### src/rtl/cache_line_xfer.sv
`default_nettype none
// ============================================================================
// Module      : cache_line_xfer
// Description : Cache-line transfer engine: optional dirty-victim writeback,
//               then a (critical-word-first) refill over a req/ack memory port.
// Revision    : 1.0 - initial release
// ============================================================================
module cache_line_xfer #(
    parameter int ADDR_W     = 32,
    parameter int LINE_WORDS = 8,
    parameter int INDEX_W    = 6,
    parameter int MEM_ADDR_W = 13,
    parameter int CRIT_FIRST = 1,
    localparam int OFF_W     = $clog2(LINE_WORDS),
    localparam int TAG_W     = ADDR_W - INDEX_W - OFF_W - 2
) (
    input  logic                     clk,
    input  logic                     rst,
    input  logic                     start,
    input  logic                     writeback,
    input  logic [ADDR_W-1:0]        cpu_addr,
    input  logic [TAG_W-1:0]         victim_tag,
    output logic [MEM_ADDR_W-1:0]    mem_addr,
    output logic                     mem_rd,
    output logic                     mem_wr,
    output logic [31:0]              mem_wdata,
    input  logic [31:0]              mem_rdata,
    input  logic                     mem_ack,
    output logic [INDEX_W+OFF_W-1:0] cache_addr,
    output logic [31:0]              cache_din,
    output logic                     cache_we,
    input  logic [31:0]              cache_dout,
    output logic                     busy,
    output logic                     done
);

    localparam logic [OFF_W-1:0] c_one  = OFF_W'(1);
    localparam logic [OFF_W-1:0] c_last = OFF_W'(LINE_WORDS - 1);

    typedef enum logic [2:0] {
        S_IDLE  = 3'd0,
        S_WB_RD = 3'd1,
        S_WB_WR = 3'd2,
        S_FILL  = 3'd3,
        S_DONE  = 3'd4
    } state_t;

    state_t               r_state;
    state_t               w_next;
    logic [OFF_W-1:0]     r_count;
    logic [OFF_W-1:0]     r_w0;
    logic [TAG_W-1:0]     r_tag;
    logic [TAG_W-1:0]     r_vtag;
    logic [INDEX_W-1:0]   r_index;
    logic [OFF_W-1:0]     w_word;
    logic                 w_adv;
    logic                 w_unused;

    // Byte-offset bits never address a word.
    assign w_unused  = ^cpu_addr[1:0];

    assign w_word    = r_w0 + r_count;
    assign mem_wdata = cache_dout;
    assign cache_din = mem_rdata;

    always_ff @(posedge clk) begin
        if (rst) begin
            r_state <= S_IDLE;
            r_count <= '0;
            r_w0    <= '0;
            r_tag   <= '0;
            r_vtag  <= '0;
            r_index <= '0;
        end else begin
            r_state <= w_next;
            if (r_state == S_IDLE && start) begin
                r_count <= '0;
                r_tag   <= cpu_addr[ADDR_W-1 -: TAG_W];
                r_index <= cpu_addr[INDEX_W+OFF_W+1 : OFF_W+2];
                r_w0    <= (CRIT_FIRST != 0) ? cpu_addr[OFF_W+1:2] : '0;
                r_vtag  <= victim_tag;
            end else if (w_adv) begin
                r_count <= r_count + c_one;
            end
        end
    end

    always_comb begin
        w_next     = r_state;
        w_adv      = 1'b0;
        mem_rd     = 1'b0;
        mem_wr     = 1'b0;
        mem_addr   = '0;
        cache_addr = '0;
        cache_we   = 1'b0;
        busy       = 1'b1;
        done       = 1'b0;
        case (r_state)
            S_IDLE: begin
                busy = 1'b0;
                if (start) begin
                    w_next = writeback ? S_WB_RD : S_FILL;
                end
            end
            S_WB_RD: begin
                cache_addr = {r_index, r_count};
                w_next     = S_WB_WR;
            end
            S_WB_WR: begin
                // Array address held so the synchronous read data stays valid.
                cache_addr = {r_index, r_count};
                mem_wr     = 1'b1;
                mem_addr   = MEM_ADDR_W'({r_vtag, r_index, r_count});
                if (mem_ack) begin
                    w_adv  = 1'b1;
                    w_next = (r_count == c_last) ? S_FILL : S_WB_RD;
                end
            end
            S_FILL: begin
                cache_addr = {r_index, w_word};
                mem_rd     = 1'b1;
                mem_addr   = MEM_ADDR_W'({r_tag, r_index, w_word});
                cache_we   = mem_ack;
                if (mem_ack) begin
                    w_adv = 1'b1;
                    if (r_count == c_last) begin
                        w_next = S_DONE;
                    end
                end
            end
            S_DONE: begin
                done   = 1'b1;
                w_next = S_IDLE;
            end
            default: begin
                w_next = S_IDLE;
            end
        endcase
    end

endmodule
`default_nettype wire

### config.mk
export PLATFORM = sky130hd
export DESIGN_NAME = cache_line_xfer
export DESIGN_NICKNAME = d
export VERILOG_FILES = /design/src/rtl/cache_line_xfer.sv
export SDC_FILE = /design/constraint.sdc
export NUM_CORES = 1
export LEC_CHECK = 0
export ABC_AREA = 1
export CAP_MARGIN = 15
export CORE_MARGIN = 2
export CORE_UTILIZATION = 26
export CTS_BUF_LIST = sky130_fd_sc_hd__clkbuf_16
export DETAILED_ROUTE_END_ITERATION = 6
export PLACE_DENSITY = 0.81
export RECOVER_POWER = 100
export SETUP_SLACK_MARGIN = 0.4
export SYNTH_ARGS = -nofsm -noshare
export SYNTH_HDL_FRONTEND = slang
export SYNTH_SLANG_ARGS = --single-unit
### constraint.sdc
create_clock -name clk -period 1.99 [get_ports clk]
set_input_delay 0.398 -clock clk [delete_from_list [all_inputs] [get_ports clk]]
set_output_delay 0.398 -clock clk [all_outputs]
set_load 0.02 [all_outputs]
# ---- After elaboration in Yosys (flattened, before gate mapping)
# Cells that the tools add are included.
# W data, S select, Z words.
dict set report word_totals {
  register_bits 23
  input_bits 122
  out_inout_bits 91
  elab_cells 39
}
dict set report classes {
  n_addsub 2
  n_eq_ne 9
  n_mux 16
  reduce_logical 6
}
# operator count
set ops {}
lappend ops {{$pmux W13 S2} 1}
lappend ops {{$pmux W9 S2} 1}
lappend ops {{$mux W3} 4}
lappend ops {{$pmux W3 S4} 1}
lappend ops {{$ne A2 B2 Y1 const B} 4}
lappend ops {{$mux W1} 7}
lappend ops {{$eq A3 B2 Y1 const B} 2}
lappend ops {{$eq A3 B3 Y1 const B} 2}
lappend ops {{$reduce_or A2 Y1} 3}
lappend ops {{$mux W2} 2}
lappend ops {{$reduce_and A4 Y1} 1}
lappend ops {{$add A3 B1 Y3 const B} 1}
lappend ops {{$add A3 B3 Y3} 1}
lappend ops {{$eq A3 B1 Y1 const B} 1}
lappend ops {{$logic_not A3 Y1} 1}
lappend ops {{$logic_and A1 B1 Y1} 1}

# ---- Logic depth before layout (Yosys ltp)
dict set report logic_depth {
  word_depth 4
  mapped_depth 8
  ltp_nobuf 8
}

# ---- Worst setup path before layout
# Ideal clock, no wire load.
dict set report synth_path {
  path_kind {register to output}
  start {register r_count[0]}
  end {output cache_addr[1]}
  t_arrival_ns 1.407
  required_ns 1.592
  setup_slack_ns 0.185
  path_stages_with_launch 5
  n_path_buf 0
  cell_sequence {dfxtp_1 > ha_1 > fa_1 > inv_1 > o22ai_1}
}
dict set report synth_between {
  elab_chain_len 2
}
# element line_no
set synth_rtl {}
lappend synth_rtl {{start: declaration} 50} ;# logic [OFF_W-1:0] r_count;
lappend synth_rtl {{start signal: assignment} 83} ;# r_count <= r_count + c_one;
lappend synth_rtl {{$add A3 B3 Y3} 62} ;# assign w_word = r_w0 + r_count;
lappend synth_rtl {{$pmux W9 S2} 98} ;# case (r_state)
lappend synth_rtl {{end: declaration} 29} ;# output logic [INDEX_W+OFF_W-1:0] cache_addr,
# No other way between the ends.

# ---- Worst setup path after layout
dict set report layout_path {
  start {register r_w0[0]}
  end {output mem_addr[1]}
}
dict set report layout_between {
  elab_chain_len 2
}
# element line_no
set layout_rtl {}
lappend layout_rtl {{start: declaration} 51} ;# logic [OFF_W-1:0] r_w0;
lappend layout_rtl {{start signal: assignment} 80} ;# r_w0 <= (CRIT_FIRST != 0) ? cpu_addr[OFF_W+1:2] : '0;
lappend layout_rtl {{$add A3 B3 Y3} 62}
lappend layout_rtl {{$pmux W13 S2} 98}
lappend layout_rtl {{end: declaration} 23} ;# output logic [MEM_ADDR_W-1:0] mem_addr,
# No other way between the ends.

==> impl_metrics.json <==
{
  "antenna_found_initial": 0,
  "critPathArrivalTime_ns": 1.60,
  "min_to": "r_w0[0]",
  "synth-edff-count": 0,
  "final_util": 0.388,
  "synth_seq_cells": 23,
  "syn_area_per_cell_um2": 7.20,
  "synthFlopType": "dfxtp_1",
  "start_util": 0.267,
  "reg2reg_from": "r_state[2]",
  "multi_input_area_um2": 848,
  "layout-drive-gt1-share": 0.462,
  "timing.hold.ws_ns": 0.478,
  "yosys.area.top_type_share": 0.285,
  "synthesis.area_um2": 1690,
  "wl_um": 4830,
  "routabilityCongestion": 0.822,
  "hold_viol_final": 0,
  "synthTopCellsByCount": "buf_4, inv_1, dfxtp_1",
  "crit_fanout": 2,
  "crit_path_max_incr_delay_ns": 0.52,
  "cts_tree": "built",
  "r2r_cells": 10,
  "synth_largest_area_cell": "buf_4",
  "critPathBufInv": 2,
  "synth.net_count": 360,
  "worstMarginPinSlew_ns": 0.390,
  "yosysUniqueCellTypes": 25,
  "vias": 1466,
  "dp_slack_ns": -0.198,
  "grt_max_degree": 36,
  "rsz0062_at_grt": "true",
  "synth.most_common_cell": "buf_4",
  "rows": 29,
  "post-route-period-util": 1.01,
  "track_usage": 0.113,
  "cap_violations": 0,
  "via_per_inst": 4.52,
  "wl_per_cell_um": 14.9,
  "die_x_um": 84.5,
  "violations": "negative setup slack",
  "grt_overflow": 0,
  "drtPass1Iterations": 4,
  "crit_type": "reg2out",
  "die_h_um": 84.5,
  "setup_viol": 2,
  "drtIter0Drc": 62,
  "grt_pass1_wl_um": 6530,
  "path_cells": "ha_4, fa_2, inv_2, o22ai_4, buf_6",
  "peakVddDrop_mv": 0.676,
  "drc": 0,
  "io_buffers": 48,
  "p_comb_frac": 0.655,
  "power_mw": 3.29,
  "report.final.slew_viol_count": 0,
  "hold_start": "r_w0[0]",
  "fin_crit_ns": 2.00,
  "max-clock-path-buffers": 2,
  "area_growth_pct": 45.4,
  "cts-root-buf": "clkbuf_16",
  "r2r-end": "r_count[1]",
  "first_global_vias": 1368,
  "fmax_mhz": 499,
  "r2r_setup_slack_ns": 0.50,
  "ys_seq_area_frac": 0.273,
  "synth_cells": 234,
  "critPathSlowestCell": "fa_2",
  "fin_skew_ns": 0.00381,
  "power_frac_seq": 0.213,
  "crit_required_ns": 1.59,
  "leakagePower_nw": 0.980,
  "nFillCells": 655,
  "async_reset_ff_frac": 0,
  "dpl_cell_area_um2": 1880,
  "p_int_mw": 1.83,
  "worst_slack_ns": -0.0125,
  "die_area_um2": 7140,
  "cts.clk_slew.worst_paths_ns": 0.06,
  "core_um2": 6310,
  "final_nets": 374,
  "io-pin-count": 213,
  "p_sw_frac": 0.443,
  "outcome": "finished with violations",
  "ctsHoldBuffers": 0,
  "seq_area_um2": 474,
  "cts_buffers": 3,
  "final_cell_area_um2": 2450,
  "p_switching_mw": 1.46,
  "slew_headroom": 0.740,
  "clock_latency_ns": 0.25,
  "htreeDepth": 1,
  "antenna_cells": 0,
  "crit_family": "adder cells",
  "clkPwrFrac": 0.132,
  "startpoint_type": "flip-flop",
  "ys_top_cells_by_area": "buf_4, dfxtp_1, inv_1",
  "yosysWarnings": 0,
  "postRouteAntennaNets": 0,
  "numClockSinks": 23,
  "hp-class": "reg2reg",
  "dp_hpwl_um": 2870,
  "hold_depth": 2,
  "cp-end-kind": "primary output",
  "power_density_nw_per_um2": 1340
}
stage by stage:
stage / TNS (ns) / std cells
floorplan: 0 / 234
global placement: -0.792 / 303
detailed placement: -0.976 / 303
CTS: -0.0215 / 314
global route: -0.126 / 324
finish: -0.0160 / 324
power groups by stage:
stage,clock [mW],sequential (mW),combinational [mW]
finish,0.435,0.701,2.16
global route,0.465,0.713,2.31
CTS,0.446,0.690,1.72
detailed placement,0,0.676,1.36
global placement,0,0.670,1.32
floorplan,0,0.673,1.03
metal layers:
layer	share of wire	routed length, µm	track usage	up-vias
met1	0.37	1800	0.126	691
met3	0.067	323	0.0374	16
met5	0	0	0	-
met4	0.014	70	0.0303	0
li1	-	-	-	708
met2	0.55	2640	0.204	51
state kept, by name (all words and copies together), names as in the netlist:
signal	flops
r_state	3
r_tag	4
r_vtag	4
r_w0	3
r_count	3
r_index	6
worst max path at each step:
stage,start,endpoint,cells after the start
after global routing,r_w0[0],mem_addr[1],5
after CTS,r_count[0],cache_addr[1],5
final,r_w0[0],mem_addr[1],5
after global placement,r_count[0],mem_addr[1],5
after detailed placement,r_count[0],cache_addr[2],6
after floorplan,r_count[0],cache_addr[1],4
worst min-delay path: cells and delay by family (launching register included):
family                 cells  cell delay (ns)
AOI/OAI and AO/OA          1             0.05
buffers and inverters      1             0.05
DFF                        1             0.34
area by class of cell:
cell class	instances	area share
inverters	35	0.0654
clock inverters	1	0.00204
well taps	77	0.0393
flip-flops and latches	23	0.194
repair inverters	1	0.00306
multi-input cells	107	0.346
clock buffers	3	0.0306
repair buffers	77	0.320
what timing repair did:
action / CTS / global route
buffers inserted: 7 / 8
cloned: 0 / 2
setup endpoints to repair: 27 / 33
pin swaps: 3 / 9
resized for setup: 190 / 48
layout by cell type (no fill, tap or decap), types with 2 or more instances in the layout:
master / n
inv_2: 3
ha_1: 2
nand3b_1: 2
inv_1: 26
nand3_4: 2
buf_4: 21
nand3_1: 7
a21oi_1: 18
nand2_1: 10
dfxtp_2: 2
buf_2: 2
buf_6: 28
buf_12: 3
clkdlybuf4s50_1: 21
nor2_1: 8
dfxtp_1: 18
o21ai_2: 2
o22ai_4: 8
inv_4: 3
nand3_2: 2
nand2_2: 3
o21ai_0: 9
nor2_4: 9
clkinvlp_4: 2
buf_8: 2
dfxtp_4: 3
nand2_8: 2
nand2_4: 2
nor2_2: 6
clkbuf_16: 3
o21ai_1: 10
logic make-up (layout without fill, tap and decap cells):
| group | after synthesis | after routing | share of synthesized area |
|---|---|---|---|
| buffers and inverters | 105 | 117 | 0.388 |
| and+or+nand+nor | 54 | 55 | 0.157 |
| AOI/OAI and AO/OA | 48 | 48 | 0.148 |
| DFF | 23 | 23 | 0.273 |
| adders and majority gates | 4 | 4 | 0.0342 |
(Power assumes the default switching activity.)
